--- src/rtl/dwt_tile_ctrl_if.sv ---
// Valid/ready word stream used for the controller's coefficient/data input and its result output.
interface dwt_tile_ctrl_if #(
  parameter int DATA_WIDTH = 16
) ();
  logic                  valid;
  logic                  ready;
  logic [DATA_WIDTH-1:0] data;

  modport master (output valid, output data, input ready);
  modport slave  (input valid, input data, output ready);
endinterface

--- src/rtl/dwt_tile_ctrl.sv ---
// Job/tile sequencer for the 6x6 DWT PE array: loads the transform once per job, then per tile
// loads data, waits out the PE latency, captures the array result and streams it row-major.
module dwt_tile_ctrl #(
  parameter int X_DIM      = 6,
  parameter int Y_DIM      = 6,
  parameter int DATA_WIDTH = 16,
  parameter int PE_LATENCY = 2
) (
  input  logic                                         clk,
  input  logic                                         rst,
  input  logic                                         start,
  input  logic [15:0]                                  num_tiles,
  output logic                                         busy,
  output logic                                         done,
  dwt_tile_ctrl_if.slave                               in_s,
  output logic [X_DIM-1:0][Y_DIM-1:0][DATA_WIDTH-1:0]  coef_mat,
  output logic [X_DIM-1:0][Y_DIM-1:0][DATA_WIDTH-1:0]  data_mat,
  output logic                                         pe_rst,
  input  logic [X_DIM-1:0][Y_DIM-1:0][DATA_WIDTH-1:0]  comp_in,
  dwt_tile_ctrl_if.master                              out_m
);

  localparam int unsigned NUM_EL = X_DIM * Y_DIM;
  localparam int          LAT_W  = (PE_LATENCY < 1) ? 1 : $clog2(PE_LATENCY + 1);

  localparam logic [5:0]       IDX_LAST = 6'(NUM_EL - 1);
  localparam logic [LAT_W-1:0] LAT_LAST = LAT_W'(PE_LATENCY - 1);

  // Matrices are stored flat so the row-major element index addresses them directly;
  // the flat and [row][col] packed views have identical bit layouts.
  typedef logic [NUM_EL-1:0][DATA_WIDTH-1:0] flat_t;

  typedef enum logic [2:0] {
    S_IDLE,
    S_LOAD_COEF,
    S_LOAD_DATA,
    S_COMPUTE,
    S_DRAIN,
    S_DONE
  } state_t;

  state_t           state_q,  state_d;
  logic [5:0]       idx_q,    idx_d;
  logic [LAT_W-1:0] lat_q,    lat_d;
  logic [15:0]      tile_q,   tile_d;
  logic [15:0]      ntiles_q, ntiles_d;
  flat_t            coef_q,   coef_d;
  flat_t            data_q,   data_d;
  flat_t            buf_q,    buf_d;

  logic             last_el;
  logic [15:0]      tile_inc;

  assign last_el  = (idx_q == IDX_LAST);
  assign tile_inc = tile_q + 16'd1;

  always_ff @(posedge clk or negedge rst) begin
    if (!rst) begin
      state_q  <= S_IDLE;
      idx_q    <= '0;
      lat_q    <= '0;
      tile_q   <= '0;
      ntiles_q <= '0;
      coef_q   <= '0;
      data_q   <= '0;
      buf_q    <= '0;
    end else begin
      state_q  <= state_d;
      idx_q    <= idx_d;
      lat_q    <= lat_d;
      tile_q   <= tile_d;
      ntiles_q <= ntiles_d;
      coef_q   <= coef_d;
      data_q   <= data_d;
      buf_q    <= buf_d;
    end
  end

  // Handshake outputs decode from state only, so neither valid nor ready loops combinationally.
  always_comb begin
    state_d     = state_q;
    idx_d       = idx_q;
    lat_d       = lat_q;
    tile_d      = tile_q;
    ntiles_d    = ntiles_q;
    coef_d      = coef_q;
    data_d      = data_q;
    buf_d       = buf_q;
    busy        = (state_q != S_IDLE);
    done        = 1'b0;
    in_s.ready  = 1'b0;
    out_m.valid = 1'b0;
    pe_rst      = 1'b1;

    case (state_q)
      S_IDLE: begin
        if (start) begin
          ntiles_d = num_tiles;
          tile_d   = '0;
          idx_d    = '0;
          state_d  = (num_tiles == 16'd0) ? S_DONE : S_LOAD_COEF;
        end
      end

      S_LOAD_COEF: begin
        in_s.ready = 1'b1;
        if (in_s.valid) begin
          coef_d[idx_q] = in_s.data;
          if (last_el) begin
            idx_d   = '0;
            state_d = S_LOAD_DATA;
          end else begin
            idx_d = idx_q + 6'd1;
          end
        end
      end

      S_LOAD_DATA: begin
        in_s.ready = 1'b1;
        if (in_s.valid) begin
          data_d[idx_q] = in_s.data;
          if (last_el) begin
            idx_d   = '0;
            lat_d   = '0;
            state_d = S_COMPUTE;
          end else begin
            idx_d = idx_q + 6'd1;
          end
        end
      end

      S_COMPUTE: begin
        pe_rst = 1'b0;
        lat_d  = lat_q + 1'b1;
        if (lat_q == LAT_LAST) begin
          buf_d   = comp_in;
          idx_d   = '0;
          state_d = S_DRAIN;
        end
      end

      S_DRAIN: begin
        out_m.valid = 1'b1;
        if (out_m.ready) begin
          if (last_el) begin
            idx_d   = '0;
            tile_d  = tile_inc;
            state_d = (tile_inc == ntiles_q) ? S_DONE : S_LOAD_DATA;
          end else begin
            idx_d = idx_q + 6'd1;
          end
        end
      end

      S_DONE: begin
        done    = 1'b1;
        state_d = S_IDLE;
      end

      default: state_d = S_IDLE;
    endcase
  end

  assign coef_mat   = coef_q;
  assign data_mat   = data_q;
  assign out_m.data = buf_q[idx_q];

endmodule

--- src/flat_wrapper.sv ---
// flat-port wrapper written by rule: the top's interface ports become plain ports
module dwt_tile_ctrl_flat 
#(
  parameter int X_DIM      = 6,
  parameter int Y_DIM      = 6,
  parameter int DATA_WIDTH = 16,
  parameter int PE_LATENCY = 2
)
  (clk, rst, start, num_tiles, busy, done, coef_mat, data_mat, pe_rst, comp_in, in_s_valid, in_s_data, in_s_ready, out_m_valid, out_m_data, out_m_ready);
  dwt_tile_ctrl_if #(.DATA_WIDTH(DATA_WIDTH)) in_s_i ();
  dwt_tile_ctrl_if #(.DATA_WIDTH(DATA_WIDTH)) out_m_i ();
  input  logic clk;
  input  logic rst;
  input  logic start;
  input  logic [15:0] num_tiles;
  output logic busy;
  output logic done;
  output logic [X_DIM-1:0][Y_DIM-1:0][DATA_WIDTH-1:0] coef_mat;
  output logic [X_DIM-1:0][Y_DIM-1:0][DATA_WIDTH-1:0] data_mat;
  output logic pe_rst;
  input  logic [X_DIM-1:0][Y_DIM-1:0][DATA_WIDTH-1:0] comp_in;
  input wire logic [$bits(in_s_i.valid)-1:0] in_s_valid;
  input wire logic [$bits(in_s_i.data)-1:0] in_s_data;
  output wire logic [$bits(in_s_i.ready)-1:0] in_s_ready;
  output wire logic [$bits(out_m_i.valid)-1:0] out_m_valid;
  output wire logic [$bits(out_m_i.data)-1:0] out_m_data;
  input wire logic [$bits(out_m_i.ready)-1:0] out_m_ready;
  assign in_s_i.valid = in_s_valid;
  assign in_s_i.data = in_s_data;
  assign in_s_ready = in_s_i.ready;
  assign out_m_valid = out_m_i.valid;
  assign out_m_data = out_m_i.data;
  assign out_m_i.ready = out_m_ready;
  dwt_tile_ctrl #(.X_DIM(X_DIM), .Y_DIM(Y_DIM), .DATA_WIDTH(DATA_WIDTH), .PE_LATENCY(PE_LATENCY)) u_core (.clk(clk), .rst(rst), .start(start), .num_tiles(num_tiles), .busy(busy), .done(done), .in_s(in_s_i), .coef_mat(coef_mat), .data_mat(data_mat), .pe_rst(pe_rst), .comp_in(comp_in), .out_m(out_m_i));
endmodule
--- config.mk ---
export PLATFORM = sky130hd
export DESIGN_NAME = dwt_tile_ctrl_flat
export DESIGN_NICKNAME = d
export VERILOG_FILES = /design/src/rtl/dwt_tile_ctrl_if.sv /design/src/rtl/dwt_tile_ctrl.sv /design/src/flat_wrapper.sv
export SDC_FILE = /design/constraint.sdc
export NUM_CORES = 2
export LEC_CHECK = 0
export ABC_CLOCK_PERIOD_IN_PS = 3900
export CAP_MARGIN = 20
export CORE_AREA = 4 4 703 705
export CTS_BUF_LIST = sky130_fd_sc_hd__clkbuf_4
export DETAILED_ROUTE_END_ITERATION = 10
export DIE_AREA = 0 0 707 709
export GPL_TIMING_DRIVEN = 0
export SETUP_SLACK_MARGIN = 0.3
export SLEW_MARGIN = 40
export SYNTH_ARGS = -nofsm -noshare
export SYNTH_HDL_FRONTEND = slang
export SYNTH_SLANG_ARGS = --single-unit
export TNS_END_PERCENT = 1
--- constraint.sdc ---
create_clock -name clk -period 3.9 [get_ports clk]
set_clock_uncertainty 0.15 [all_clocks]
set_input_delay 0.39 -clock clk [delete_from_list [all_inputs] [get_ports clk]]
set_output_delay 0.39 -clock clk [all_outputs]
set_load 0.005 [all_outputs]
Word level (Yosys, flattened, before mapping)
Cells that the tools add are included.

Word-level logic and storage cells: 185. Bits of input ports: 613. Output and inout port bits: 1173. Flip-flop bits (word level): 1771.

Equality and inequality tests: 17. Magnitude comparators: 2. Reductions and logical operators: 16. Muxes and demuxes: 34. Add/sub/neg operators: 3.

Operator list (count): 576-bit bitwise mux (2); 16-bit binary-select mux with 6-bit select (1); 16-bit demux with 6-bit select (1); 16-bit 2-to-1 mux (5); 16-bit case mux with 2 select lines (1); 3-bit 2-to-1 mux (10); 6-bit 2-to-1 mux (5); 6-bit case mux with 4 select lines (1); 16-bit by 1-bit adder with 16-bit output (second input constant) (1); 16-bit == test (1); 16-bit zero test (1); 3-bit case mux with 5 select lines (1); 2-bit by 1-bit inequality test with 1-bit output (second input constant) (5); 2-bit inequality test (second input constant) (4); 2-bit AND reduction (4); 8-bit AND reduction (1); 6-bit by 7-bit < comparator with 1-bit output (second input constant) (1); 6-bit by 1-bit adder with 6-bit output (second input constant) (1); 3-bit by 2-bit == test with 1-bit output (second input constant) (2); 3-bit == test (second input constant) (2); 6-bit == test (second input constant) (1); 6-bit by 1-bit greater-or-equal comparator with 1-bit output (second input constant) (1); 5-bit AND reduction (1); 1-bit 2-to-1 mux (4); 13 further kinds (15).

Depth between registers and ports, before layout
Depth after elaboration: 6. Gate-level depth with buffers: 10. Depth with buffers taken out: 7.

Least setup slack after synthesis
No wires, ideal clock.

Path type: reg2out. Start: register u_core.idx_q[2]. End: output out_m_data[8]. Required time: 3.360 ns. Stages on the path, launching flop included: 9. Buffers on the path: 4. Arrival time: 2.059 ns. Setup slack: 1.301 ns. Cell sequence: dfrtp_1 -> buf_2 -> buf_2 -> buf_2 -> buf_2 -> mux4_2 -> o211ai_1 -> o21ai_0 -> a2111o_1.

Word-level cells in the longest chain between the ends: 2.

Ends and longest elaborated chain: start, declared (line dwt_tile_ctrl.sv:43) `logic [5:0] idx_q, idx_d;`; start signal, assigned (line dwt_tile_ctrl.sv:69) `idx_q <= idx_d;`; 16-bit binary-select mux with 6-bit select (line dwt_tile_ctrl.sv:166) `assign out_m.data = buf_q[idx_q];`; 16-bit 2-to-1 mux (not written as such) (line dwt_tile_ctrl.sv:166); end, declared (line flat_wrapper.sv:26) `output wire logic [$bits(out_m_i.data)-1:0] out_m_data;`.

Every way passes these cells. The select of a mux whose other input is x is not followed.

Worst setup path in the final report
Start: register u_core.idx_q[2]. End: output out_m_data[15].

Same word-level chain as after synthesis.

==> run summary <==
======================================================================================================
Status .................................................................................. finished, violations left
Violations in the final reports ......................................................... setup timing
Unrepaired setup endpoints after global routing .........................................          yes
Synthesized instance count ..............................................................         4695
Sequential area share after synthesis ...................................................        62.0%
Number of vias in the routed layout .....................................................        60800
GRT Residual Overflow ...................................................................            0
# fillers ...............................................................................        50900
Worst IR drop on VDD ....................................................................     0.390 mV
Critical path start-end classification ..................................................      reg2out
Max_cap viols ...........................................................................            0
Critical path capture point type ........................................................ primary output
Clock root cell .........................................................................     clkbuf_4
PnR worst setup slack ...................................................................     -1.22 ns
Initial detailed-routing violation count ................................................         4291
Max Buffers Root-to-Sink ................................................................            4
Signed area change from the synthesized netlist to the final layout .....................        71.3%
Total count of hold-check failures in the final report ..................................            0
Initial core utilization ................................................................        14.6%
Core region area ........................................................................  488000 um^2
Rel. slew slack .........................................................................        38.5%
Total global-route track usage ..........................................................        18.5%
Average footprint of a synthesized cell .................................................    15.2 um^2
Port-buffer cells .......................................................................         1769
Critical Path Source Type ...............................................................         flop
Count of yosys warnings during synthesis ................................................            0
Detail-routed net length per standard cell ..............................................      31.3 um
Peak fanout along the critical path .....................................................            8
Netlist cell types ......................................................................           74
DRT antenna net count ...................................................................            0
Seq cells post-synth ....................................................................         1771
Number of endpoints failing setup at the final stage ....................................          116
Number of flops mapped to enable cells by yosys .........................................            0
Final net count .........................................................................         9057
Wire length of the first global-routing pass ............................................    615000 um
Post-place instance area ................................................................  100000 um^2
Worst slack at placement ................................................................     -2.46 ns
Power density over the cells ............................................................  618 nW/um^2
Setup TNS ...............................................................................    -26.58 ns
Leakage power ...........................................................................      53.1 nW
Initial DRT Pass Iterations .............................................................            5
Maximum level of the CTS H-tree .........................................................            6
Actual slew at the worst max-slew pin ...................................................     0.923 ns
Final design area excluding fillers .....................................................  122000 um^2
Final worst-path cycle share ............................................................         131%
Share of layout cells above drive strength 1 ............................................        38.5%
Clock tree from TritonCTS ...............................................................        built
Total Routed Length .....................................................................    482000 um
Number of primary I/O pins ..............................................................         1786
Number of antenna violations at the first check in global routing .......................          210
Max-slew violation count ................................................................            0
Highest attainable clock frequency ......................................................      195 MHz
Dpl hpwl ................................................................................    373000 um
Number of buffers created by CTS ........................................................          522
Hold WC Path Type .......................................................................     in2async
Clock transition at the register clock pins on the worst setup and hold paths after CTS .      0.07 ns
Number of standard-cell rows in the floorplan ...........................................          257
Syn nets ................................................................................         5311
GPL Wtd Cong ............................................................................        0.865
Arrival time of the worst setup path ....................................................      4.58 ns
Width of the die ........................................................................       707 um
Post-synthesis instance area ............................................................   71500 um^2
Via density .............................................................................         3.94
Final critical-path required period .....................................................      5.12 ns
Die area ................................................................................  501000 um^2
Clock net sink count ....................................................................         1771
Utilization after layout ................................................................        25.1%
Required arrival time at the worst endpoint .............................................      3.36 ns
Ys async rst share ......................................................................         100%
DRC violation count after routing .......................................................            0
Most used flip-flop cell after synthesis ................................................      dfrtp_1
Via count of the first global-routing pass ..............................................        63000
Multi-input gate area ...................................................................   26600 um^2
Storage element area ....................................................................   44300 um^2
Pin count of the biggest net entering global routing ....................................          108
Die Ht ..................................................................................       709 um
Clock latency at the later pin of the worst-skew pair ...................................      1.54 ns
======================================================================================================
what timing repair did:
item                                    in CTS  in global routing
cloned                                       1                  0
buffers inserted                            69                 23
gates resized for setup                    413                 67
endpoints found under the hold margin     2519                  2
endpoints found under the setup margin     815                412
hold buffers                              1250                  1
pin swaps                                   43                 19
worst paths after layout:
path	start	endpoint	slack [ns]	cells past startpoint
max	u_core.idx_q[2]$_DFFE_PN0P_	out_m_data[15]	-1.22	10
min	rst	u_core.buf_q[169]$_DFFE_PN0P_	0.17	15
max reg2reg	u_core.idx_q[4]$_DFFE_PN0P_	u_core.data_mat[392]$_DFFE_PN0P_	0.30	6
min reg2reg	u_core.lat_q[1]$_DFFE_PN0P_	u_core.lat_q[1]$_DFFE_PN0P_	0.34	2
max in group asynchronous	rst	u_core.data_mat[63]$_DFFE_PN0P_	-0.16	21
min in group clk	comp_in[400]	u_core.buf_q[400]$_DFFE_PN0P_	0.24	3
metal layers:
metal  global-route usage, %  up-vias  share of wire (%)  routed length [um]
met4                    10.7       58                6.6               31700
li1                        -    25100                  -                   -
met2                    33.5     3151                 52              249000
met5                       0        -              0.077                 373
met3                    5.15     1103                7.4               35700
met1                    19.0    31400                 34              166000
cells in the final DEF (no fill, tap or decap), types with 13 or more instances in the layout:
| cell type | n |
|---|---|
| a21oi_1 | 39 |
| a21oi_4 | 13 |
| a221oi_1 | 20 |
| a22o_1 | 28 |
| a22oi_1 | 95 |
| a22oi_2 | 14 |
| buf_12 | 61 |
| buf_16 | 84 |
| buf_2 | 158 |
| buf_4 | 94 |
| buf_6 | 35 |
| buf_8 | 14 |
| clkbuf_1 | 34 |
| clkbuf_2 | 100 |
| clkbuf_4 | 768 |
| clkdlybuf4s50_1 | 1737 |
| clkinv_1 | 60 |
| dfrtp_1 | 1769 |
| diode_2 | 161 |
| dlygate4sd3_1 | 1235 |
| inv_6 | 16 |
| mux2_2 | 1776 |
| mux2i_1 | 40 |
| mux4_2 | 20 |
| nand2_1 | 72 |
| nand2_2 | 42 |
| nor2_1 | 38 |
| nor2_4 | 13 |
| o21ai_0 | 44 |
| xnor2_1 | 15 |
flip-flops by register name, summed over array words and instances (netlist names):
register and flops:
u_core.data_mat 576, u_core.tile_q 16, u_core.coef_mat 576, u_core.state_q 3
u_core.lat_q 2, u_core.idx_q 6, u_core.ntiles_q 16, u_core.buf_q 576
metrics by stage:
step / power, W / hold WS, ns / instances
floorplan: 0.0354 / -0.0556 / 4695
global placement: 0.0518 / 0.332 / 12900
detailed placement: 0.0532 / 0.161 / 13000
CTS: 0.0757 / 0.00181 / 15200
global route: 0.0788 / 0.0115 / 15400
finish: 0.0756 / 0.174 / 15400
final cells by class:
class / count / share of cell area, %
Timing Repair Buffer: 3222 / 27.5
Clock inverter: 123 / 0.740
Multi-Input combinational cell: 2547 / 21.7
Inverter: 4 / 0.0123
Tap cell: 6475 / 6.61
Clock buffer: 754 / 4.62
Sequential cell: 1771 / 36.2
Antenna cell: 161 / 0.329
Buffer: 373 / 2.26
cells in the mapped netlist (3+ instances only):
library cell  instances  area [um^2]
a211o_1               4         35.0
a211oi_1             14          105
a21oi_1              60          300
a221o_1               6         60.1
a221oi_1             38          333
a22o_1               29          254
a22oi_1             109          818
a2bb2oi_1             4         35.0
a311oi_1              4         35.0
a31oi_1              17          106
and2_1                9         56.3
and3_1                5         31.3
buf_1                25         93.8
buf_2               175          876
buf_4                 9         67.6
clkbuf_1            161          604
dfrtp_1            1771        44300
ha_1                  3         37.5
inv_1                 4         15.0
mux2_2             1777        20000
mux2i_1              46          460
mux4_2               20          450
nand2_1              80          300
nand2_2              41          257
nand2b_1              9         56.3
nand3_1               9         45.0
nand4_1              11         68.8
nor2_1               46          173
nor2_2                7         43.8
nor2b_1              11         68.8
nor3_1               12         60.1
nor3b_1               3         22.5
nor4_1                6         37.5
o211ai_1             10         75.1
o21ai_0              55          275
o221ai_1             10         87.6
o22ai_1               9         56.3
o31a_1                3         26.3
o31ai_1               6         45.0
or3_1                10         62.6
xnor2_1              15          131
xor2_1                8         70.1
worst max-delay path, cell delays in order, from the launching register on:
cell           delay [ns]
dfrtp_1              0.38
buf_6                0.14
buf_12               0.14
and3b_1              0.19
buf_4                0.27
buf_12               0.23
a222oi_1             0.48
buf_4                0.25
a31oi_1              0.10
a221o_1              0.41
dlygate4sd2_1        0.43
logic make-up after synthesis:
kind of cell / share of synthesized area, %
buffers and inverters: 2.35
adders and majority gates: 0.0525
AOI/OAI and AO/OA: 3.92
and+or+nand+nor: 2.12
xor gates and xnor gates: 0.313
DFF: 62.0
muxes: 29.3
power by group:
| group | internal, W | total, W | switching, W |
|---|---|---|---|
| Clock | 0.00950 | 0.0186 | 0.00909 |
| Sequential | 0.0236 | 0.0273 | 0.00366 |
| Combinational | 0.0144 | 0.0297 | 0.0154 |
| Total | 0.0475 | 0.0756 | 0.0281 |
Note: power is estimated with default switching activity, not from simulation.
